`src/rtl/if_stage.sv`:
```
// ---------------------------------------------------------------------------
// if_stage: instruction-fetch stage with a registered IF/ID pipeline register.
//
// Issues one fetch request per cycle to instruction memory. A returned word
// goes to IF/ID when the stage may advance. If the stage is stalled, the word
// is parked in a one-entry buffer instead. Branch redirects from ID (PCSrc)
// are always honoured. A redirect that arrives while a request is
// outstanding is deferred until that request's acknowledge. The stale word is
// dropped, so imem_addr never changes under an open request.
//
// Ports
//   clk             clock, all state on rising edge
//   rst             asynchronous active-low reset
//   PCWrite         1 = PC may advance (hazard unit)
//   freeze          1 = hold IF/ID contents
//   PCSrc           1 = taken branch in ID, redirect to Branch_Address
//   Branch_Address  branch target from ID
//   imem_req        instruction-memory request (registered)
//   imem_addr       fetch address, equals PC
//   imem_ack        memory returns imem_rdata this cycle
//   imem_rdata      fetched instruction word
//   Instruction     IF/ID: instruction to ID
//   Next_Address    IF/ID: PC+4 of that instruction
//   if_valid        IF/ID holds a real instruction (0 = bubble)
// ---------------------------------------------------------------------------
module if_stage #(
    parameter logic [31:0] RESET_PC  = 32'h0000_0000,
    parameter logic [31:0] NOP_INSTR = 32'h0000_0000
) (
    input  logic        clk,
    input  logic        rst,
    input  logic        PCWrite,
    input  logic        freeze,
    input  logic        PCSrc,
    input  logic [31:0] Branch_Address,
    output logic        imem_req,
    output logic [31:0] imem_addr,
    input  logic        imem_ack,
    input  logic [31:0] imem_rdata,
    output logic [31:0] Instruction,
    output logic [31:0] Next_Address,
    output logic        if_valid
);

    typedef enum logic {StFetch, StHold} state_e;

    state_e      state_q, state_d;
    logic        req_q, req_d;
    logic [31:0] pc_q, pc_d;
    logic        kill_q, kill_d;
    logic [31:0] redirect_q, redirect_d;
    logic [31:0] buffer_q, buffer_d;
    logic [31:0] instr_q, instr_d;
    logic [31:0] next_addr_q, next_addr_d;
    logic        valid_q, valid_d;

    logic        advance;
    logic        ack;
    logic [31:0] pc_plus4;

    assign advance  = PCWrite && !freeze && !PCSrc;
    // An acknowledge only counts while our request is actually out.
    assign ack      = imem_ack && req_q;
    assign pc_plus4 = pc_q + 32'd4;

    always_comb begin
        state_d     = state_q;
        pc_d        = pc_q;
        kill_d      = kill_q;
        redirect_d  = redirect_q;
        buffer_d    = buffer_q;
        instr_d     = instr_q;
        next_addr_d = next_addr_q;
        valid_d     = valid_q;

        unique case (state_q)
            StFetch: begin
                if (!req_q) begin
                    // First cycle out of reset: nothing outstanding yet, so a
                    // redirect can be applied to the PC directly.
                    if (PCSrc) begin
                        pc_d    = Branch_Address;
                        instr_d = NOP_INSTR;
                        valid_d = 1'b0;
                    end
                end else if (PCSrc) begin
                    instr_d = NOP_INSTR;
                    valid_d = 1'b0;
                    if (ack) begin
                        pc_d   = Branch_Address;
                        kill_d = 1'b0;
                    end else begin
                        // Keep imem_addr stable; apply target on the ack.
                        redirect_d = Branch_Address;
                        kill_d     = 1'b1;
                    end
                end else if (ack && kill_q) begin
                    pc_d   = redirect_q;
                    kill_d = 1'b0;
                    if (!freeze) begin
                        instr_d = NOP_INSTR;
                        valid_d = 1'b0;
                    end
                end else if (ack) begin
                    if (advance) begin
                        instr_d     = imem_rdata;
                        next_addr_d = pc_plus4;
                        valid_d     = 1'b1;
                        pc_d        = pc_plus4;
                    end else begin
                        buffer_d = imem_rdata;
                        state_d  = StHold;
                    end
                end else if (!freeze) begin
                    instr_d = NOP_INSTR;
                    valid_d = 1'b0;
                end
            end

            StHold: begin
                if (PCSrc) begin
                    pc_d    = Branch_Address;
                    instr_d = NOP_INSTR;
                    valid_d = 1'b0;
                    state_d = StFetch;
                end else if (advance) begin
                    instr_d     = buffer_q;
                    next_addr_d = pc_plus4;
                    valid_d     = 1'b1;
                    pc_d        = pc_plus4;
                    state_d     = StFetch;
                end
            end

            default: state_d = StFetch;
        endcase

        req_d = (state_d == StFetch);
    end

    always_ff @(posedge clk or negedge rst) begin
        if (!rst) begin
            state_q     <= StFetch;
            req_q       <= 1'b0;
            pc_q        <= RESET_PC;
            kill_q      <= 1'b0;
            redirect_q  <= 32'h0;
            buffer_q    <= 32'h0;
            instr_q     <= NOP_INSTR;
            next_addr_q <= 32'h0;
            valid_q     <= 1'b0;
        end else begin
            state_q     <= state_d;
            req_q       <= req_d;
            pc_q        <= pc_d;
            kill_q      <= kill_d;
            redirect_q  <= redirect_d;
            buffer_q    <= buffer_d;
            instr_q     <= instr_d;
            next_addr_q <= next_addr_d;
            valid_q     <= valid_d;
        end
    end

    assign imem_req     = req_q;
    assign imem_addr    = pc_q;
    assign Instruction  = instr_q;
    assign Next_Address = next_addr_q;
    assign if_valid     = valid_q;

endmodule

```
`config.mk`:
```
export PLATFORM = sky130hd
export DESIGN_NAME = if_stage
export DESIGN_NICKNAME = d
export VERILOG_FILES = /design/src/rtl/if_stage.sv
export SDC_FILE = /design/constraint.sdc
export NUM_CORES = 1
export LEC_CHECK = 0
export BUFFER_PORTS_ARGS = -buffer_cell sky130_fd_sc_hd__buf_2
export CORE_MARGIN = 2
export CORE_UTILIZATION = 60
export DETAILED_ROUTE_END_ITERATION = 6
export PLACE_DENSITY = 0.95
export SYNTH_ARGS = -nofsm -noshare
export SYNTH_HDL_FRONTEND = slang
export SYNTH_SLANG_ARGS = --single-unit
```
`constraint.sdc`:
```
create_clock -name clk -period 4.1 [get_ports clk]
set_clock_uncertainty 0.15 [all_clocks]
set_input_delay 0.615 -clock clk [delete_from_list [all_inputs] [get_ports clk]]
set_output_delay 0.615 -clock clk [all_outputs]
set_load 0.05 [all_outputs]
```
# Word level (Yosys, flattened, before mapping)
# Index checks and enable logic that the tools add are counted.
# op_classes
add_sub_neg,1
mul,0
div,0
order_cmp,0
eq_ne,10
shift,0
mux,45
bitwise,6
n_reduce_logical,13
# op_table
op,n
32-bit two-way mux,23
32-bit one-hot mux with 2 select lines,3
"32-bit by 3-bit adder with 32-bit output, second input constant",1
1-bit two-way mux,17
"2-bit inequality test, second input constant",5
3-bit AND reduction,3
"4-bit inequality test, second input constant",2
1-bit NOT,6
6-bit AND reduction,1
"5-bit inequality test, second input constant",1
5-bit AND reduction,1
1-bit logical AND,4
1-bit one-hot mux with 2 select lines,2
4-bit AND reduction,1
"3-bit by 2-bit inequality test with 1-bit output, second input constant",1
"3-bit inequality test, second input constant",1
1-bit logical NOT,2
2-bit nonzero test,1
# word_totals
reg_bits,164
latch_bits,0
ramBits,0
rom_bits,0
input_bits,70
out_inout_bits,98
elab_cells,84
memories,0

# Logic depth before layout (Yosys ltp)
# logic_depth
word_depth,10
depth_mapped,9
mapped_depth_nobuf,7

# Least setup slack after synthesis
# Ideal clock, no wire load.
# synth_timing
kind,reg-to-reg
from,register pc_q[8] (netlist: imem_addr[8])
to,register pc_q[29] (netlist: imem_addr[29])
arrival_ns,2.300
t_required_ns,3.816
slack_ns,1.517
stages_incl_launch_ff,8
path_buffers,1
path_cell_list,dfrtp_1 buf_2 nand4_4 or4_4 nor3_4 nand3_1 mux2i_1 o211ai_1
# synth_between
elab_chain_cells,7
elab_cells_between_ends,8
# synth_lines
item,line,rtl
from (decl),49,"logic [31:0] pc_q, pc_d;"
from (signal assigned),155,pc_q <= pc_d;
32-bit by 3-bit adder with 32-bit output (*),64,assign pc_plus4 = pc_q + 32'd4;
32-bit two-way mux (*),"105, 126",
32-bit two-way mux,104,end else if (ack) begin
32-bit two-way mux,97,end else if (ack && kill_q) begin
32-bit two-way mux,86,end else if (PCSrc) begin
32-bit two-way mux,78,if (!req_q) begin
32-bit one-hot mux with 2 select lines (*),76,unique case (state_q)
# Mark *: on every way between the ends. The rest lies on a longest branch, timed or not. The select of a mux whose other input is x is not followed.
# A chain may end at the register's enable or synchronous reset.

# Worst setup path in the final report
# layout_timing
from,register pc_q[2] (netlist: imem_addr[2])
to,register pc_q[26] (netlist: imem_addr[26])
# Same word-level chain as after synthesis.

==> summary.txt <==
Placed design
  – # port buffers: 167
  – GPL Wtd Cong: 0.956
  – DP HPWL: 16.3 mm

Worst setup path
  – Critical Path AT: 2.93 ns
  – CP Max Fanout: 10
  – Critical-path top delay cell: dfrtp_1
  – Ordered cell list for the critical path: ha_1 > nand4_1 > nor3_1 > buf_4 > nand4_1 > o311ai_0 > o311ai_0
  – CP peak stage delay: 0.54 ns
  – Worst r2r src: imem_addr[2]
  – Setup crit start kind: flip-flop
  – Setup Crit Path Kind: reg -> reg
  – Worst setup EP type: flip-flop
  – CP Data Required Time: 4.23 ns
  – Reg2Reg Setup Slack: 1.30 ns
  – RR Endpoint: imem_addr[26]
  – Depth of the most critical reg-to-reg path: 7

Pwr
  – Internal power: 3.89 mW
  – Switching Share: 42.7%
  – Seq pwr share: 37.8%
  – Overall power: 6.78 mW
  – Net switching power: 2.89 mW
  – P_leak: 4.44 nW
  – Maximum VDD drop: 0.433 mV
  – Comb pwr share: 35.7%
  – Clock share of power: 26.5%
  – Pwr Density: 677 mW/mm2

Logic synthesis
  – Main combinational cell family by area after synthesis: compound AO/OA/AOI/OAI gates
  – Proportion of synthesized area in mux cells: 9.13%
  – Leading area contributor after synthesis: dfrtp_1
  – XOR/XNOR share of the synthesized area: 3.76%
  – Cell area after synthesis: 0.00839 mm2
  – Post-synth top area share: 48.9%
  – Fraction of registers with async set/reset: 100%
  – Synth top area cells: dfrtp_1, mux2_2, o21ai_0
  – Yosys cell types: 67
  – Number of flops mapped to enable cells by yosys: 0
  – Post-synthesis sequential element count: 164
  – Adder-Cell Fraction of Synth Area: 0.149%
  – Mapped Cells: 840
  – Synthesis warning total: 0
  – Simple-gate share of the synthesized area: 13.6%
  – Syn avg cell area: 9.99 um2
  – Syn_nets: 911
  – Synth Area in Compound Gates: 20.5%
  – Register area share after synthesis: 48.9%
  – Ys flop type: dfrtp_1

Global route
  – GR Util All Layers: 33.1%
  – First-pass GRT wire length: 38.3 mm
  – Largest net degree at the start of global routing: 101
  – Vias in the first global route: 7461
  – Initial antenna violation count: 1
  – GRT Residual Overflow: 0

Clock network
  – Htree depth: 4
  – Clock-pin slew on the worst setup and hold paths: 0.07 ns
  – CTS tree: done
  – Worst-case clock buffer depth: 2
  – Clk sink count: 164
  – Post-CTS Setup Inserts: 0
  – Clock Latency Late Sink: 0.44 ns
  – TritonCTS Buffers: 17
  – Post-cts resize count: 0
  – CTS root buf: clkbuf_16
  – Cts-stage hold buffer count: 0

Floorplanning
  – CORE AREA: 0.0138 mm2
  – Die width: 122 um
  – Initial core utilization: 60.9%
  – FP Rows: 43
  – Die Ht: 122 um
  – Die area: 0.0149 mm2
  – Ports: 168

Hold path
  – Worst hold path type: in -> async

Timing
  – Measured slew at the worst slew-check pin: 0.907 ns
  – Final hold violation count: 0
  – Endpoints failing setup: 0
  – Slew margin rel.: 39.6%
  – RSZ-0062 raised after global routing: no
  – Final Critical Period: 2.80 ns
  – Final Cycle Share: 68.3%
  – TNS Setup: 0 ns
  – Final Slew Violations: 0
  – Max Clock Freq: 357 MHz

Layout
  – Number of fill cells in the layout: 957
  – Fin nets: 1048
  – Layout cells sized above 1: 31.0%
  – Area Overhead vs Synth: 19.4%
  – Storage cell area: 0.00410 mm2
  – Most common cell after layout, fill and taps aside: buf_2
  – Most frequent cells in the layout: buf_2, dfrtp_1, nand2_1, o21ai_0, mux2_2
  – Multi-input gate area in the final layout: 0.00397 mm2

Detailed routing
  – Antenna Nets Post-Route: 0
  – Avg WL per Cell: 20.7 um
  – Via Count: 7712
  – Via/cell ratio: 6.59
  – First-pass DRT Iterations: 7
  – Initial DRC count: 1153
  – Final wirelength: 24.2 mm
  – # DRC: 0

Flow run
  – Max-cap violations: 0

Status
  – Run status: finished, final reports clean
per-layer routing:
metal,track usage (%),up-vias,wire length (um)
met1,42.3,3668,9160
met5,0,-,0
met4,16.8,0,1080
met3,9.62,125,2670
met2,51.6,569,11300
li1,-,3350,-
cells in the mapped netlist, drive strengths merged (2+ instances only):
cell type / count
o311ai: 3
o211ai: 4
and2: 4
a31oi: 10
or3: 2
o31ai: 3
xnor2: 21
a21oi: 36
a21o: 2
dfrtp: 164
nand4: 8
a22oi: 41
clkbuf: 51
nor2: 60
nor3: 17
buf: 21
o22a: 2
and3: 5
o21ai: 77
o2bb2ai: 32
inv: 10
a221oi: 10
and4: 2
nand3: 20
o21a: 5
a22o: 2
o221ai: 10
o221a: 2
nor2b: 15
nand2: 89
xor2: 15
mux2: 65
a211oi: 3
mux2i: 3
nor4: 5
layout make-up:
cell class,count,area share (%)
multi-input combinational,594,39.7
tap,180,2.25
inverter,10,0.375
clock buffer,19,4.52
timing repair buffer,190,10.1
clock inverter,13,2.05
sequential,164,41.0
antenna,1,0.0250
logic make-up after synthesis:
kind of cell / after synthesis
and+or+nand+nor: 236
adders and majority gates: 1
AOI/OAI and AO/OA: 253
xor gates and xnor gates: 36
buffers and inverters: 82
muxes: 68
DFF: 164
worst max-delay path: cells and delay by family, from the launching register on:
kind	cells	cell delay, ns
compound gates	2	0.69
fa+ha+maj	1	0.29
buf+inv	1	0.19
flops	1	0.54
simple gates	3	0.79
worst max-delay path by stage:
| stage | start | endpoint | slack [ns] | depth (start not counted) |
|---|---|---|---|---|
| after floorplan | imem_addr[8] | imem_addr[29] | 1.52 | 7 |
| after global placement | PCSrc | imem_addr[23] | 1.17 | 7 |
| after detailed placement | PCSrc | imem_addr[23] | 1.10 | 7 |
| after CTS | imem_addr[2] | imem_addr[26] | 1.37 | 7 |
| after global routing | imem_addr[2] | imem_addr[26] | 1.12 | 7 |
| final | imem_addr[2] | imem_addr[26] | 1.30 | 7 |
per-stage QoR:
step	util, %	std cells	setup WS [ns]	instance area, um2	hold slack, ns
floorplan	-	840	1.52	8390	0.169
CTS	72.7	1170	1.37	10000	0.173
detailed placement	67.9	1138	1.10	9360	0.311
global route	72.7	1171	1.12	10000	0.212
global placement	67.9	1138	1.17	9360	0.307
finish	72.7	1171	1.30	10000	0.145
state kept, by name, summed over array words and instances, names as in the netlist:
| register | count |
|---|---|
| Next_Address | 32 |
| redirect_q | 32 |
| if_valid | 1 |
| imem_addr | 32 |
| buffer_q | 32 |
| Instruction | 32 |
| kill_q | 1 |
| imem_req | 1 |
| state_q | 1 |
power groups by stage:
stage	Clock, mW	Combinational [mW]	Sequential, mW
6_report	1.80	2.42	2.56
5_1_grt	1.86	2.57	2.61
4_1_cts	1.80	2.41	2.54
3_5_place_dp	0	2.40	2.56
3_3_place_gp	0	2.33	2.52
2_1_floorplan	0	0.953	3.34
Note: power is estimated with default switching activity, not from simulation.
